**src/rtl/ps2_move_decoder_pkg.sv**
```systemverilog
// Shared constants and decoder state encoding for the PS/2 arrow-key path.
// Scan codes follow PS/2 set 2.
package ps2_move_decoder_pkg;

   localparam logic [7:0] PS2_EXT   = 8'hE0;
   localparam logic [7:0] PS2_BRK   = 8'hF0;
   localparam logic [7:0] KEY_UP    = 8'h75;
   localparam logic [7:0] KEY_DOWN  = 8'h72;
   localparam logic [7:0] KEY_LEFT  = 8'h6B;
   localparam logic [7:0] KEY_RIGHT = 8'h74;

   typedef enum logic [1:0] {
      IDLE,
      EXT,
      BRK,
      EXT_BRK
   } dec_state_t;

endpackage

```
**src/rtl/ps2_frame_rx.sv**
```systemverilog
// PS/2 frame receiver: synchronisers, clock glitch filter, bit counter,
// mid-frame timeout and odd-parity check.
module ps2_frame_rx #(
   parameter int FILTER_LEN     = 8,
   parameter int TIMEOUT_CYCLES = 50000
) (
   input  logic       clk,
   input  logic       rst,
   input  logic       ps2_clk,
   input  logic       ps2_data,
   output logic [7:0] rx_byte,
   output logic       byte_valid,
   output logic       err,
   output logic       drop
);

   localparam int FW = $clog2(FILTER_LEN + 1);
   localparam int TW = $clog2(TIMEOUT_CYCLES + 1);
   localparam logic [FW-1:0] FMAX = FW'(FILTER_LEN - 1);
   localparam logic [TW-1:0] TMAX = TW'(TIMEOUT_CYCLES - 1);

   logic [1:0]    cs;
   logic [1:0]    ds;
   logic          filt;
   logic [FW-1:0] fcnt;
   logic [3:0]    bit_cnt;
   logic [7:0]    sr;
   logic          par;
   logic [TW-1:0] tcnt;
   logic          fall;

   // Filter is about to drop low this cycle: that is the bit event.
   assign fall = filt && !cs[1] && (fcnt == FMAX);

   always_ff @(posedge clk) begin
      if (rst) begin
         cs         <= 2'b11;
         ds         <= 2'b11;
         filt       <= 1'b1;
         fcnt       <= '0;
         bit_cnt    <= '0;
         sr         <= '0;
         par        <= 1'b0;
         tcnt       <= '0;
         rx_byte    <= '0;
         byte_valid <= 1'b0;
         err        <= 1'b0;
         drop       <= 1'b0;
      end else begin
         cs         <= {cs[0], ps2_clk};
         ds         <= {ds[0], ps2_data};
         byte_valid <= 1'b0;
         err        <= 1'b0;
         drop       <= 1'b0;

         if (cs[1] == filt) begin
            fcnt <= '0;
         end else if (fcnt == FMAX) begin
            filt <= cs[1];
            fcnt <= '0;
         end else begin
            fcnt <= fcnt + 1'b1;
         end

         if (fall) begin
            tcnt <= '0;
            if (bit_cnt == 4'd0) begin
               if (ds[1]) err <= 1'b1;
               else       bit_cnt <= 4'd1;
            end else if (bit_cnt <= 4'd8) begin
               sr      <= {ds[1], sr[7:1]};
               bit_cnt <= bit_cnt + 4'd1;
            end else if (bit_cnt == 4'd9) begin
               par     <= ds[1];
               bit_cnt <= 4'd10;
            end else begin
               bit_cnt <= 4'd0;
               if (ds[1] && (^{sr, par})) begin
                  rx_byte    <= sr;
                  byte_valid <= 1'b1;
               end else begin
                  err  <= 1'b1;
                  drop <= 1'b1;
               end
            end
         end else if (bit_cnt != 4'd0) begin
            if (tcnt == TMAX) begin
               err     <= 1'b1;
               drop    <= 1'b1;
               bit_cnt <= 4'd0;
               tcnt    <= '0;
            end else begin
               tcnt <= tcnt + 1'b1;
            end
         end else begin
            tcnt <= '0;
         end
      end
   end

endmodule

```
**src/rtl/ps2_move_decoder.sv**
```systemverilog
// PS/2 keyboard front end: decodes extended arrow make codes into
// single-cycle move pulses for the square-position logic.
module ps2_move_decoder
   import ps2_move_decoder_pkg::*;
#(
   parameter int FILTER_LEN     = 8,
   parameter int TIMEOUT_CYCLES = 50000
) (
   input  logic       Clock,
   input  logic       Reset,
   input  logic       PS2_CLK,
   input  logic       PS2_DATA,
   output logic       move_up,
   output logic       move_down,
   output logic       move_left,
   output logic       move_right,
   output logic [7:0] scan_code,
   output logic       scan_valid,
   output logic       frame_err
);

   logic [7:0] rx_byte;
   logic       byte_valid;
   logic       err;
   logic       drop;
   dec_state_t state;
   dec_state_t state_nx;
   logic       up_nx;
   logic       down_nx;
   logic       left_nx;
   logic       right_nx;

   ps2_frame_rx #(
      .FILTER_LEN    (FILTER_LEN),
      .TIMEOUT_CYCLES(TIMEOUT_CYCLES)
   ) u_rx (
      .clk       (Clock),
      .rst       (Reset),
      .ps2_clk   (PS2_CLK),
      .ps2_data  (PS2_DATA),
      .rx_byte   (rx_byte),
      .byte_valid(byte_valid),
      .err       (err),
      .drop      (drop)
   );

   assign scan_code  = rx_byte;
   assign scan_valid = byte_valid;
   assign frame_err  = err;

   always_ff @(posedge Clock) begin
      if (Reset) begin
         state      <= IDLE;
         move_up    <= 1'b0;
         move_down  <= 1'b0;
         move_left  <= 1'b0;
         move_right <= 1'b0;
      end else begin
         state      <= state_nx;
         move_up    <= up_nx;
         move_down  <= down_nx;
         move_left  <= left_nx;
         move_right <= right_nx;
      end
   end

   always_comb begin
      state_nx = state;
      up_nx    = 1'b0;
      down_nx  = 1'b0;
      left_nx  = 1'b0;
      right_nx = 1'b0;
      if (drop) begin
         state_nx = IDLE;
      end else if (byte_valid) begin
         unique case (state)
            IDLE: begin
               if (rx_byte == PS2_EXT)      state_nx = EXT;
               else if (rx_byte == PS2_BRK) state_nx = BRK;
               else                         state_nx = IDLE;
            end
            EXT: begin
               state_nx = IDLE;
               case (rx_byte)
                  KEY_UP:    up_nx    = 1'b1;
                  KEY_DOWN:  down_nx  = 1'b1;
                  KEY_LEFT:  left_nx  = 1'b1;
                  KEY_RIGHT: right_nx = 1'b1;
                  PS2_BRK:   state_nx = EXT_BRK;
                  PS2_EXT:   state_nx = EXT;
                  default:   state_nx = IDLE;
               endcase
            end
            BRK:     state_nx = IDLE;
            EXT_BRK: state_nx = IDLE;
            default: state_nx = IDLE;
         endcase
      end
   end

endmodule

```
**config.mk**
```make
export PLATFORM = sky130hd
export DESIGN_NAME = ps2_move_decoder
export DESIGN_NICKNAME = d
export VERILOG_FILES = /design/src/rtl/ps2_move_decoder_pkg.sv /design/src/rtl/ps2_frame_rx.sv /design/src/rtl/ps2_move_decoder.sv
export SDC_FILE = /design/constraint.sdc
export NUM_CORES = 1
export LEC_CHECK = 0
export CAP_MARGIN = 20
export CORE_MARGIN = 3
export CORE_UTILIZATION = 52
export DETAILED_ROUTE_END_ITERATION = 16
export GPL_ROUTABILITY_DRIVEN = 0
export GPL_TIMING_DRIVEN = 0
export PLACE_DENSITY = 0.72
export SLEW_MARGIN = 40
export SYNTH_ARGS = -nofsm -noshare
export SYNTH_HDL_FRONTEND = slang
export SYNTH_SLANG_ARGS = --single-unit
```
**constraint.sdc**
```tcl
create_clock -name Clock -period 1.9 [get_ports Clock]
set_clock_uncertainty 0.15 [all_clocks]
set_input_delay 0.19 -clock Clock [delete_from_list [all_inputs] [get_ports Clock]]
set_output_delay 0.19 -clock Clock [all_outputs]
set_load 0.03 [all_outputs]
```
==> reports/qor.txt, run 1 <==
status: complete, but fails checks
failing checks: setup timing
Crit path max-delay family: XOR/XNOR gates
Pwr per Cell Area: 623 nW/um^2
Cell Area, Synth: 2380 sq um
Vias: 1838
Req. time, crit path: 1.99 ns
vias in the first global route: 1719
largest family of logic cells by synthesized area: simple AND/OR/NAND/NOR gates
total global routing overflow: 0
mux cell area share after synthesis: 0.0714
Post-Synthesis Cells: 255
worst setup path start: u_rx.par$_SDFFE_PP0P_
# port buffers: 16
Post-CTS Hold Buffers: 0
final hold vios: 0
final wirelength: 4710 microns
Post-DRT Antenna Nets: 0
RSZ-0062 raised after global routing: true
Hold Path Origin: u_rx.ds[0]$_SDFF_PP1_
Yosys cell types: 41
Final Critical Period: 1.95 ns
met1 wire length: 2290 microns
IO Pins: 18
most frequent cells in the layout: dfxtp_1, nor2_1, nand2_1
Post-Synth Adder-Cell Area: 0.0357
reg2reg path depth: 6
clock network power share: 0.350
final core occ: 0.700
WL per Instance: 13.8 microns
CTS sink count: 55
fin crit share: 1.03
Most used DFF post-synth: dfxtp_1
first-pass GRT wire length: 7780 microns
Sw Share: 0.223
Async S/R FF share, synth: 0
Cell Int Power: 1.42 mW
FF+latch count, synth: 55
Hold WC Path Type: reg -> reg
critical path class: reg -> reg
DR DRC count: 0
Power Total: 1.83 mW
wire length on met2: 2180 microns
final setup vio count: 9
largest net degree at the start of global routing: 17
Post-Layout Cell Count: 341
xor/xnor cell area share of the yosys netlist: 0.0971
startpoint types: flop
initial core utilization: 0.567
CP Max Fanout: 5
Pins Over Slew Limit: 0
Max clock buf depth: 2
CTS tree: yes
number of fill cells: 340
maximum capacitance violations: 0
vias per inst: 5.39
logic gate share of total power: 0.019
CP Cell Sequence: xnor2_2 -> xnor3_1 -> xnor2_2 -> nor3b_4 -> buf_6 -> mux2i_1
placed cell areas: 2610 sq um
crit-path most repeated cell: xnor2_2
Setup WS post-layout: -0.0504 ns
Buf+Inv Stages, Crit Path: 1
DRT Pass-1 Iters: 4
clk_lat worst skew: 0.31 ns
synth warn: 0
slowest CP cell: xnor3_1
dpl ws: -0.225 ns
Simple-Gate Fraction of Synth Area: 0.239
# diodes: 0
Fmax: 0.513 GHz
DP Wirelength: 3060 microns
first-iteration detailed-routing DRC count: 88
Mean Syn Cell Area: 9.35 sq um
cts bufs inserted: 5
nets@finish: 300
max_slew headroom: 0.627
CTS HTree Levels: 2
post-route cell area: 2940 sq um
area delta synth->final: 23.3%
Max Used Layer: met4
WP data arrival: 2.04 ns
Total GRT Usage: 0.186
fraction of layout cells with a size suffix above 1: 0.220
NetSw: 0.408 mW
start of the worst register-to-register path: u_rx.par$_SDFFE_PP0P_
Die H: 73.7 microns
reg-to-reg critical path endpoint: u_rx.rx_byte[7]$_SDFFE_PP0P_
Synth Area in Compound Gates: 0.0609
met3 routed WL: 172 microns
Critical Path Sink Type: flop
initial antenna violation count: 0
Die ar.: 5430 sq um
Pleak: 1.09 nW
worst ir drop on vdd: 0.000353 V
die width: 73.7 microns
register area share after synthesis: 0.462
actual slew at the worst max-slew pin: 0.555 ns
largest stage delay on the critical path: 0.45 ns
commonest non-fill, non-tap cell in the layout: dfxtp_1
Post-synth EDFFs: 0
placed cell count: 321
Root Buffer: clkbuf_8
setup slack, reg-to-reg: -0.05 ns
Post-Syn Nets: 265
crit path capture: u_rx.rx_byte[7]$_SDFFE_PP0P_
Crit path depth: 6
core area: 4200 sq um
CTS clk-pin slew, worst paths: 0.10 ns
sequential power share: 0.630
FP Rows: 23
## state kept, by name (all words and copies together) (netlist names), 2 cells and up
register,cells
u_rx.ds,2
u_rx.cs,2
u_rx.fcnt,4
u_rx.bit_cnt,4
u_rx.rx_byte,8
state,2
u_rx.tcnt,16
u_rx.sr,8
## synth_stat cells (2+ instances only)
cell type | n | share of area
dfxtp_1 | 55 | 0.46
nor2_1 | 39 | 0.061
nand2_1 | 27 | 0.043
mux2i_1 | 17 | 0.071
xnor2_1 | 13 | 0.048
xor2_1 | 9 | 0.033
inv_1 | 7 | 0.011
nor3_1 | 7 | 0.015
ha_1 | 6 | 0.031
nand3_1 | 6 | 0.013
or2_2 | 6 | 0.016
and3_1 | 5 | 0.013
clkbuf_1 | 5 | 0.0079
nand4_1 | 5 | 0.013
o21ai_0 | 5 | 0.010
buf_2 | 4 | 0.0084
a21oi_1 | 3 | 0.0063
a31oi_1 | 3 | 0.0079
nor4b_1 | 3 | 0.011
nor4bb_1 | 3 | 0.013
and2_1 | 2 | 0.0052
nand2b_1 | 2 | 0.0052
nand3b_1 | 2 | 0.0063
nand4b_1 | 2 | 0.0074
nor3b_2 | 2 | 0.010
nor4_1 | 2 | 0.0052
## worst min path at each step
stage | endpoint | slack (ns) | depth (start not counted)
floorplan | u_rx.cs[0]$_SDFF_PP1_ | 0.14 | 1
global placement | u_rx.cs[1]$_SDFF_PP1_ | 0.24 | 1
detailed placement | u_rx.ds[1]$_SDFF_PP1_ | 0.24 | 1
CTS | u_rx.ds[1]$_SDFF_PP1_ | 0.26 | 1
global route | u_rx.ds[1]$_SDFF_PP1_ | 0.28 | 1
finish | u_rx.ds[1]$_SDFF_PP1_ | 0.27 | 1
## area by class of cell
type	instances	area, sq um	area share
Clock buffer	6	72.6	0.0247
Inverter	8	30.0	0.0102
Tap cell	50	62.6	0.0213
Multi-Input combinational cell	182	1320	0.450
Clock inverter	2	12.5	0.00426
Sequential cell	55	1120	0.381
Timing Repair Buffer	28	254	0.0864
Buffer	10	65.1	0.0221
## stage by stage
stage,TNS [ns],hold slack [ns]
detailed placement,-3.89,0.242
floorplan,0,0.144
CTS,-0.273,0.265
global placement,-3.30,0.242
global route,-1.34,0.285
finish,-0.206,0.265
## power by group through the flow
stage | Sequential (mW) | Combinational (mW) | Clock [mW]
after floorplan | 1.18 | 0.0218 | 0
after global placement | 1.18 | 0.0330 | 0
after detailed placement | 1.18 | 0.0330 | 0
after CTS | 1.16 | 0.0334 | 0.651
after global routing | 1.16 | 0.0399 | 0.700
final | 1.15 | 0.0354 | 0.642
## repair_timing
item	4_1_cts	5_1_grt
cloned	0	1
pin swaps	2	11
setup endpoints to repair	35	31
buffers inserted	2	9
gates resized for setup	20	28
## cells by family after synthesis
logic type,after synthesis
simple gates,114
xor+xnor,24
mux,17
compound gates,20
buf+inv,18
flops,55
fa+ha+maj,7
## layer usage
metal,vias up,global-route usage
met3,5,0.0369
met1,859,0.251
li1,940,-
met5,-,0
met2,34,0.281
met4,0,0.0926
Note: power is estimated with default switching activity, not from simulation.
==> inputs of run 2 (changes only) <==
- PLACE_DENSITY: 0.72 -> unset
- PLACE_DENSITY_LB_ADDON: unset -> 0.1
==> run 2 against run 1 <==
The flow still finishes with violations (setup timing). Wire length rose by 0.17%. Via count fell by 1.3%. Cell count did not move. Core utilization rose by 0.95 points. Critical path type unchanged. Largest power group unchanged.
==> reports/qor.txt, run 2 (synthesis results as in run 1) <==
Pwr per Cell Area: 630 nW/um^2
Post-CTS Hold Buffers: 0
initial antenna violation count: 0
worst ir drop on vdd: 0.000642 V
vias in the first global route: 1696
# diodes: 0
Total GRT Usage: 0.186
largest stage delay on the critical path: 0.46 ns
FP Rows: 23
Crit path max-delay family: XOR/XNOR gates
fraction of layout cells with a size suffix above 1: 0.237
max_slew headroom: 0.587
Die ar.: 5430 sq um
largest registers: u_rx.tcnt (16), u_rx.rx_byte (8), u_rx.sr (8)
DRT Pass-1 Iters: 4
CTS HTree Levels: 2
Setup WS post-layout: -0.136 ns
cts bufs inserted: 5
status: complete, but fails checks
post-route cell area: 2980 sq um
placed cell areas: 2610 sq um
setup TNS: -0.730 ns
commonest non-fill, non-tap cell in the layout: dfxtp_1
IO Pins: 18
nets@finish: 300
failing checks: setup timing
Buf+Inv Stages, Crit Path: 1
CTS clk-pin slew, worst paths: 0.09 ns
core area: 4200 sq um
actual slew at the worst max-slew pin: 0.613 ns
CTS sink count: 55
RSZ-0062 raised after global routing: true
final hold vios: 0
clk_lat worst skew: 0.30 ns
final setup vio count: 9
vias per inst: 5.32
placed cell count: 321
crit-path most repeated cell: xnor2_2
fin crit share: 1.07
largest net degree at the start of global routing: 17
maximum capacitance violations: 0
Power Total: 1.88 mW
WL per Instance: 13.8 microns
Post-DRT Antenna Nets: 0
Vias: 1814
Critical Path Sink Type: flop
# port buffers: 16
Final Critical Period: 2.04 ns
CTS tree: yes
most frequent cells in the layout: dfxtp_1, nor2_1, nand2_1
area delta synth->final: 25.0%
slowest CP cell: xnor3_1
final core occ: 0.709
Fmax: 0.491 GHz
Hold WC Path Type: reg -> reg
max reg flops: 16
critical path class: reg -> reg
Die H: 73.7 microns
Root Buffer: clkbuf_8
number of fill cells: 317
startpoint types: flop
Pleak: 1.10 nW
CP Cell Sequence: xnor2_2 -> xnor3_1 -> xnor2_2 -> nor3b_4 -> buf_6 -> mux2i_1
WP data arrival: 2.11 ns
final wirelength: 4720 microns
CP Max Fanout: 5
Max clock buf depth: 2
initial core utilization: 0.567
Most flops, register: u_rx.tcnt
DP Wirelength: 3140 microns
total global routing overflow: 0
Post-Layout Cell Count: 341
Pins Over Slew Limit: 0
first-pass GRT wire length: 7850 microns
Req. time, crit path: 1.98 ns
first-iteration detailed-routing DRC count: 99
die width: 73.7 microns
DR DRC count: 0
## run 2: cell count changes in the layout (fill, tap and decap cells not counted), sizes merged
cell,delta
clkinv,-1
clkbuf,+1
## run 2: repair_timing
action,CTS,global route
buffers inserted,3,8
cloned,1,0
setup endpoints to repair,34,33
gates resized for setup,22,34
pin swaps,4,5
## run 2: final timing paths
path | from | end | slack [ns] | cells after the start
min reg2reg | u_rx.ds[0]$_SDFF_PP1_ | u_rx.ds[1]$_SDFF_PP1_ | 0.27 | 1
max reg2reg | u_rx.par$_SDFFE_PP0P_ | u_rx.rx_byte[0]$_SDFFE_PP0P_ | -0.14 | 6
max | u_rx.par$_SDFFE_PP0P_ | u_rx.rx_byte[0]$_SDFFE_PP0P_ | -0.14 | 6
min | u_rx.ds[0]$_SDFF_PP1_ | u_rx.ds[1]$_SDFF_PP1_ | 0.27 | 1
## run 2: layout make-up
class,count,area [sq um],share of cell area
Clock buffer,7,96.3,0.0323
Clock inverter,1,7.51,0.00252
Inverter,8,30.0,0.0101
Buffer,10,65.1,0.0218
Tap cell,50,62.6,0.0210
Sequential cell,55,1120,0.378
Multi-Input combinational cell,182,1340,0.448
Timing Repair Buffer,28,258,0.0865
## run 2: stage by stage
| step | setup slack (ns) | hold slack, ns |
|---|---|---|
| after global routing | -0.247 | 0.283 |
| after global placement | -0.193 | 0.242 |
| final | -0.136 | 0.266 |
| after CTS | -0.0716 | 0.269 |
| after floorplan | 0.00959 | 0.144 |
| after detailed placement | -0.238 | 0.247 |
## run 2: metal layers
metal | up-vias | part of all wire | GRT usage
li1 | 943 | - | -
met1 | 841 | 0.47 | 0.240
met2 | 26 | 0.49 | 0.310
met3 | 4 | 0.031 | 0.0410
met4 | 0 | 0.0080 | 0.0563
met5 | - | 0 | 0
## run 2: report_power, final
group / internal, mW / total [mW] / switching, mW
logic: 0.0112 / 0.0348 / 0.0235
clock network: 0.332 / 0.687 / 0.355
registers: 1.15 / 1.15 / 0.00158
total: 1.50 / 1.88 / 0.380
